File: src/rtl/keyed_dup_fsm_if.sv
// rtl/keyed_dup_fsm_if.sv - condition/key inputs and decoded outputs of keyed_dup_fsm
// Purpose: bundles the non-clock signals of keyed_dup_fsm.
// Signals:
//   x        IN_W   advance conditions      (master -> slave)
//   keyinput KEY_W  key                     (master -> slave)
//   y        OUT_W  decoded control outputs (slave -> master)
//   state_o  SW     current state code      (slave -> master)
interface keyed_dup_fsm_if #(
    parameter int IN_W  = 4,
    parameter int OUT_W = 8,
    parameter int KEY_W = 4,
    parameter int SW    = 4
);
    logic [IN_W-1:0]  x;
    logic [KEY_W-1:0] keyinput;
    logic [OUT_W-1:0] y;
    logic [SW-1:0]    state_o;

    modport master (
        output x,
        output keyinput,
        input  y,
        input  state_o
    );

    modport slave (
        input  x,
        input  keyinput,
        output y,
        output state_o
    );
endinterface

File: src/rtl/keyed_dup_fsm.sv
// rtl/keyed_dup_fsm.sv - key-locked ring FSM with a counter-triggered duplicate state
// Purpose: walks a ring S0..S(N_STATES-1); the advance out of S(LOCK_STATE-1)
// goes to S(LOCK_STATE) with the right key or to a duplicate state S_dup
// otherwise. S_dup mimics S(LOCK_STATE) until it has been entered TRIG_LIMIT
// times, after which its outputs read zero.
// Ports:
//   clk  in  clock, state updates on the falling edge
//   rst  in  asynchronous active-high reset
//   bus  slave modport of keyed_dup_fsm_if (x, keyinput in; y, state_o out)
module keyed_dup_fsm #(
    parameter int               N_STATES   = 8,
    parameter int               IN_W       = 4,
    parameter int               OUT_W      = 8,
    parameter int               KEY_W      = 4,
    parameter logic [KEY_W-1:0] KEY_VAL    = 4'hA,
    parameter int               LOCK_STATE = 5,
    parameter int               TRIG_LIMIT = 5,
    parameter int               CNT_W      = 8
) (
    input  logic              clk,
    input  logic              rst,
    keyed_dup_fsm_if.slave    bus
);
    localparam int SW = $clog2(N_STATES + 1);

    localparam logic [SW-1:0]    S_ZERO  = '0;
    localparam logic [SW-1:0]    S_PRE   = SW'(LOCK_STATE - 1);
    localparam logic [SW-1:0]    S_LOCK  = SW'(LOCK_STATE);
    localparam logic [SW-1:0]    S_LAST  = SW'(N_STATES - 1);
    localparam logic [SW-1:0]    S_DUP   = SW'(N_STATES);
    localparam logic [SW-1:0]    S_AFTER = SW'((LOCK_STATE + 1) % N_STATES);
    localparam logic [CNT_W-1:0] TRIG_C  = CNT_W'(TRIG_LIMIT);
    localparam logic [CNT_W-1:0] CNT_MAX = '1;

    // Class of the current state code; the ring itself is indexed numerically.
    typedef enum logic [1:0] {
        K_RING,
        K_PRE,
        K_DUP,
        K_ILLEGAL
    } kind_t;

    logic [SW-1:0]    r_state;
    logic [CNT_W-1:0] r_count;

    kind_t            w_kind;
    logic [SW-1:0]    w_next;
    logic             w_cnt_inc;
    logic             w_adv;
    logic [OUT_W-1:0] w_y;
    logic [OUT_W-1:0] w_ring_y;
    logic             w_ring_adv;
    logic             w_dup_adv;

    always_comb begin
        if (r_state == S_PRE)
            w_kind = K_PRE;
        else if (r_state < S_DUP)
            w_kind = K_RING;
        else if (r_state == S_DUP)
            w_kind = K_DUP;
        else
            w_kind = K_ILLEGAL;
    end

    // Bit-select by shift-and-mask keeps the index arithmetic in int.
    assign w_ring_y   = OUT_W'(1) << (int'(r_state) % OUT_W);
    assign w_ring_adv = |(bus.x & (IN_W'(1) << (int'(r_state) % IN_W)));
    assign w_dup_adv  = |(bus.x & (IN_W'(1) << (LOCK_STATE % IN_W)));

    always_comb begin
        w_next    = r_state;
        w_cnt_inc = 1'b0;
        w_adv     = 1'b0;
        w_y       = '0;
        case (w_kind)
            K_RING: begin
                w_y   = w_ring_y;
                w_adv = w_ring_adv;
                if (w_adv)
                    w_next = (r_state == S_LAST) ? S_ZERO : r_state + SW'(1);
            end
            K_PRE: begin
                w_y   = w_ring_y;
                w_adv = w_ring_adv;
                // The key only matters on the edge that leaves the lock predecessor.
                if (w_adv) begin
                    if (bus.keyinput == KEY_VAL) begin
                        w_next = S_LOCK;
                    end else begin
                        w_next    = S_DUP;
                        w_cnt_inc = 1'b1;
                    end
                end
            end
            K_DUP: begin
                w_y   = (r_count >= TRIG_C) ? '0 : OUT_W'(1) << (LOCK_STATE % OUT_W);
                w_adv = w_dup_adv;
                if (w_adv)
                    w_next = S_AFTER;
            end
            default: begin
                w_y    = '0;
                w_next = S_ZERO;
            end
        endcase
    end

    always_ff @(negedge clk or posedge rst) begin
        if (rst) begin
            r_state <= S_ZERO;
            r_count <= '0;
        end else begin
            r_state <= w_next;
            if (w_cnt_inc && (r_count != CNT_MAX))
                r_count <= r_count + CNT_W'(1);
        end
    end

    assign bus.y       = w_y;
    assign bus.state_o = r_state;
endmodule

File: src/flat_wrapper.sv
// flat-port wrapper written by rule: the top's interface ports become plain ports
module keyed_dup_fsm_flat 
#(
    parameter int               N_STATES   = 8,
    parameter int               IN_W       = 4,
    parameter int               OUT_W      = 8,
    parameter int               KEY_W      = 4,
    parameter logic [KEY_W-1:0] KEY_VAL    = 4'hA,
    parameter int               LOCK_STATE = 5,
    parameter int               TRIG_LIMIT = 5,
    parameter int               CNT_W      = 8
)
  (clk, rst, bus_x, bus_keyinput, bus_y, bus_state_o);
  keyed_dup_fsm_if #(.IN_W(IN_W), .OUT_W(OUT_W), .KEY_W(KEY_W), .SW(4)) bus_i ();
  input  logic clk;
  input  logic rst;
  input wire logic [$bits(bus_i.x)-1:0] bus_x;
  input wire logic [$bits(bus_i.keyinput)-1:0] bus_keyinput;
  output wire logic [$bits(bus_i.y)-1:0] bus_y;
  output wire logic [$bits(bus_i.state_o)-1:0] bus_state_o;
  assign bus_i.x = bus_x;
  assign bus_i.keyinput = bus_keyinput;
  assign bus_y = bus_i.y;
  assign bus_state_o = bus_i.state_o;
  keyed_dup_fsm #(.N_STATES(N_STATES), .IN_W(IN_W), .OUT_W(OUT_W), .KEY_W(KEY_W), .KEY_VAL(KEY_VAL), .LOCK_STATE(LOCK_STATE), .TRIG_LIMIT(TRIG_LIMIT), .CNT_W(CNT_W)) u_core (.clk(clk), .rst(rst), .bus(bus_i));
endmodule
File: config.mk
export PLATFORM = sky130hd
export DESIGN_NAME = keyed_dup_fsm_flat
export DESIGN_NICKNAME = d
export VERILOG_FILES = /design/src/rtl/keyed_dup_fsm_if.sv /design/src/rtl/keyed_dup_fsm.sv /design/src/flat_wrapper.sv
export SDC_FILE = /design/constraint.sdc
export NUM_CORES = 1
export LEC_CHECK = 0
export ABC_AREA = 1
export CAP_MARGIN = 5
export CELL_PAD_IN_SITES_DETAIL_PLACEMENT = 0
export CELL_PAD_IN_SITES_GLOBAL_PLACEMENT = 1
export CORE_MARGIN = 2
export CORE_UTILIZATION = 32
export DETAILED_ROUTE_END_ITERATION = 7
export PLACE_DENSITY_LB_ADDON = 0.08
export SKIP_LAST_GASP = 1
export SLEW_MARGIN = 20
export SYNTH_ARGS = -nofsm -noshare
export SYNTH_HDL_FRONTEND = slang
export SYNTH_SLANG_ARGS = --single-unit
File: constraint.sdc
create_clock -name clk -period 1.8 [get_ports clk]
set_clock_uncertainty 0.2 [all_clocks]
set_input_delay 0.18 -clock clk [delete_from_list [all_inputs] [get_ports clk]]
set_output_delay 0.18 -clock clk [all_outputs]
set_load 0.03 [all_outputs]
---- Word level (Yosys, flattened, before mapping) ----
Cells that the tools add are included.
storage, ports and cells
  memory bits (writable) .................. 0
  register bits after elaboration ......... 12
  memory bits (read-only) ................. 0
  bits in latches ......................... 0
  word-level logic and storage cells ...... 38
  memories kept ........................... 0
  output and inout bits ................... 12
cells by class
  bitwise logic cells ..................... 1
  div/mod/pow operators ................... 0
  order comparisons ....................... 2
  multiplexer cells ....................... 14
  reduce and logical (&&, ||, !) cells .... 5
  eq/ne operators ......................... 10
  shift operators ......................... 2
  multiply operators ...................... 0
  add/subtract/negate cells ............... 2
operators by type and width
  cell                   count
  $mux W4                5
  $pmux W8 S2            1
  $pmux W4 S3            1
  $add A8 B1 Y8 const B  1
  $eq A4 B3 Y1 const B   2
  $eq A4 B4 Y1 const B   2
  $ge A8 B3 Y1 const B   1
  $ne A8 B8 Y1 const B   1
  $shl A1 B3 Y8 const A  1
  $mux W6                1
  $add A4 B1 Y4 const B  1
  $and A4 B4 Y4          1
  $lt A4 B4 Y1 const B   1
  $mux W1                4
  $mux W2                2
  $ne A2 B1 Y1 const B   2
  $reduce_or A4 Y1       1
  $shl A1 B2 Y4 const A  1
  $reduce_and A3 Y1      1
  $eq A2 B1 Y1 const B   1
  $eq A2 B2 Y1 const B   1
  $logic_not A2 Y1       1
  $ne A2 B2 Y1 const B   1
  $reduce_or A2 Y1       1
  $logic_and A1 B1 Y1    1

---- Longest topological paths before layout ----
  word-level depth ........................ 7
  gate-level depth with buffers ........... 9

==> results_dict.tcl <==
set metrics [dict create \
    outcome "finished, violations left" \
    violations "setup timing" \
    crit_required_ns 1.42 \
    dp_hpwl_um 2330 \
    yosysMostFrequentCell "nand2_1" \
    drtPass1Iterations 4 \
    critical_path_class "reg2out" \
    h-tree-depth 1 \
    power_density_nw_per_um2 1530 \
    start_util_pct 33.0 \
    grt_pass1_vias 1243 \
    ys_seq_area_share_pct 27.5 \
    setup_ws_ns -1.03 \
    synth_edf_count 0 \
    place_area_um2 1680 \
    vias 1328 \
    grtUsageMet3_pct 3.42 \
    grt_max_degree 13 \
    die_height_um 62.5 \
    syn-num-nets 180 \
    relSlewSlack_pct 83.9 \
    use_met2_pct 31.2 \
    path_common_cell "nand2_1" \
    drt-initial-drc-count 42 \
    crit_slowest_cell "dfrtn_1" \
    syn_area_per_cell_um2 6.79 \
    rsz0062_at_grt "true" \
    netlist.area_leader.share_pct 27.5 \
    io_pins 22 \
    grtUsageTotal_pct 17.8 \
    worstHoldStart "u_core.r_count[3]$_DFFE_NP0P_" \
    yosys.area.top_type "dfrtn_1" \
    clockBufferDepth 2 \
    cp.arrival_ns 2.45 \
    cp-start-kind "flip-flop" \
    num-fill-cells 268 \
    dieArea_um2 3900 \
    ctsHoldBuffers 0 \
    stdcell_area_um2 2210 \
    synthTopCellsByArea "dfrtn_1 (27%), nand2_1 (20%), ha_1 (10%), nand3_1 (8.2%), inv_1 (6.9%)" \
    path_cells "inv_2, ha_2, inv_1, nand2_1, nand2_1, nand4_1, o21ai_4, buf_6" \
    multi_input_area_um2 936 \
    ant_nets 0 \
    synth-seq-cells 12 \
    vias_per_cell 4.63 \
    rr_startpoint "u_core.bus.state_o[0]$_DFFE_NP0P_" \
    num_rows 21 \
    cts-buffers-inserted 3 \
    die_w_um 62.5 \
    antenna_cells 0 \
    setup_viol 24 \
    worst_pin_slew_ns 0.241 \
    drt_wl_total_um 3770 \
    whs_ns 0.327 \
    synth_warnings 0 \
    fin_total_pwr_mw 3.38 \
    p_leak_nw 1.10 \
    cts_sinks 12 \
    vdd_ir_drop_max_mv 0.559 \
    drive_gt1_share_pct 60.2 \
    port-buffer-count 21 \
    grt-ovfl-total 0 \
    seqCellArea_um2 300 \
    fin_setup_tns_ns -11.38 \
    path_clk_slew_ns 0.06 \
    final_hold_viol_count 0 \
    clk_latency_ns 0.28 \
    synth_commonest_cells "nand2_1 (59), inv_1 (20), nand3_1 (18)" \
    core_area_um2 3310 \
    ys.flop_type "dfrtn_1" \
    netlist_area_um2 1090 \
    maxCapViolations 0 \
    wl_per_cell_um 13.1 \
    cts_tree "done" \
    gp_congestion 0.806 \
    critPathMaxFanout 2 \
    grtUsageMet1_pct 23.6 \
    synth_cell_types 26 \
    drc 0 \
    async_reset_ff_share_pct 100 \
    cp-end-kind "primary output" \
    slew_violations 0 \
    grt_pass1_wl_um 5590 \
    grt-busiest-layer "met2" \
    setup.worst_path.start "u_core.r_count[1]$_DFFE_NP0P_" \
    synthToLayoutAreaGrowth_pct 102 \
    synth_cells 161 \
    finalNetCount 261 \
    antenna_found_initial 0 \
    max_stage_delay_ns 0.43 \
    hold_class "reg2reg" \
    cts-root-buf "clkbuf_4" \
]
placed cells by master, fill, tap and decap left out, types with 3 or more instances in the layout:
master	n
ha_4	6
buf_2	6
nand2_2	11
buf_12	5
inv_1	10
nand2_1	45
buf_6	27
inv_2	10
clkbuf_4	3
nand2_4	7
nor2_1	7
dfrtn_1	12
nand3_1	9
nor2_4	6
nand3_2	11
buf_4	36
power by group:
group,switching [mW],internal (mW),total (mW),leakage (nW)
registers,0.0600,0.347,0.407,0.160
clock network,0.0983,0.123,0.221,0.0210
logic,1.37,1.38,2.75,0.918
total,1.53,1.85,3.38,1.10
worst max-delay path: cells and delay by family (launching register included):
kind	cells	cell delay [ns]
DFF	1	0.43
AOI/OAI and AO/OA	1	0.18
buffers and inverters	3	0.24
and+or+nand+nor	3	0.27
adders and majority gates	1	0.15
final timing paths:
kind,depth (start not counted),slack (ns),endpoint
setup reg to reg,11,-0.16,u_core.bus.state_o[0]$_DFFE_NP0P_
min in group asynchronous,3,0.82,u_core.r_count[2]$_DFFE_NP0P_
max in group asynchronous,3,0.44,u_core.r_count[6]$_DFFE_NP0P_
setup / recovery,8,-1.03,bus_y[5]
hold reg to reg,3,0.33,u_core.r_count[3]$_DFFE_NP0P_
hold / removal,3,0.33,u_core.r_count[3]$_DFFE_NP0P_
layer usage:
layer / routed length (µm) / vias up
li1: - / 657
met3: 121 / 0
met2: 2060 / 39
met1: 1590 / 632
met4: 0 / 0
met5: 0 / -
sequential cells by signal, indices dropped and copies added (netlist names):
signal	count
u_core.bus.state_o	4
u_core.r_count	8
cell type report:
| class | count | share of cell area (%) |
|---|---|---|
| clock buffers | 4 | 1.64 |
| inverters | 24 | 5.10 |
| multi-input cells | 122 | 42.4 |
| flip-flops and latches | 12 | 13.6 |
| well taps | 46 | 2.61 |
| repair buffers | 79 | 34.6 |
metrics by stage:
stage          cells  utilization [%]  worst slack (ns)
2_1_floorplan    161                -            -0.745
3_3_place_gp     257             50.7            -0.885
3_5_place_dp     257             50.7            -0.909
4_1_cts          271             60.0             -1.02
5_1_grt          287             66.7             -1.12
6_report         287             66.7             -1.03
cell families (layout without fill, tap and decap cells):
group	after synthesis	count (layout)	share of synthesized area (%)
flip-flops	12	12	27.5
AO/OA/AOI/OAI	4	4	2.17
AND/OR/NAND/NOR	106	106	46.1
buffers and inverters	27	107	11.6
adder cells (fa/ha/maj)	9	9	10.3
XOR/XNOR	3	3	2.40
repair_timing:
| item | CTS | global route |
|---|---|---|
| endpoints found under the setup margin | 24 | 24 |
| hold endpoints to repair | 0 | 0 |
| gates resized for setup | 83 | 28 |
| gates cloned | 0 | 0 |
| buffers inserted | 13 | 18 |
| pin swaps | 25 | 18 |
Note: power is estimated with default switching activity, not from simulation.
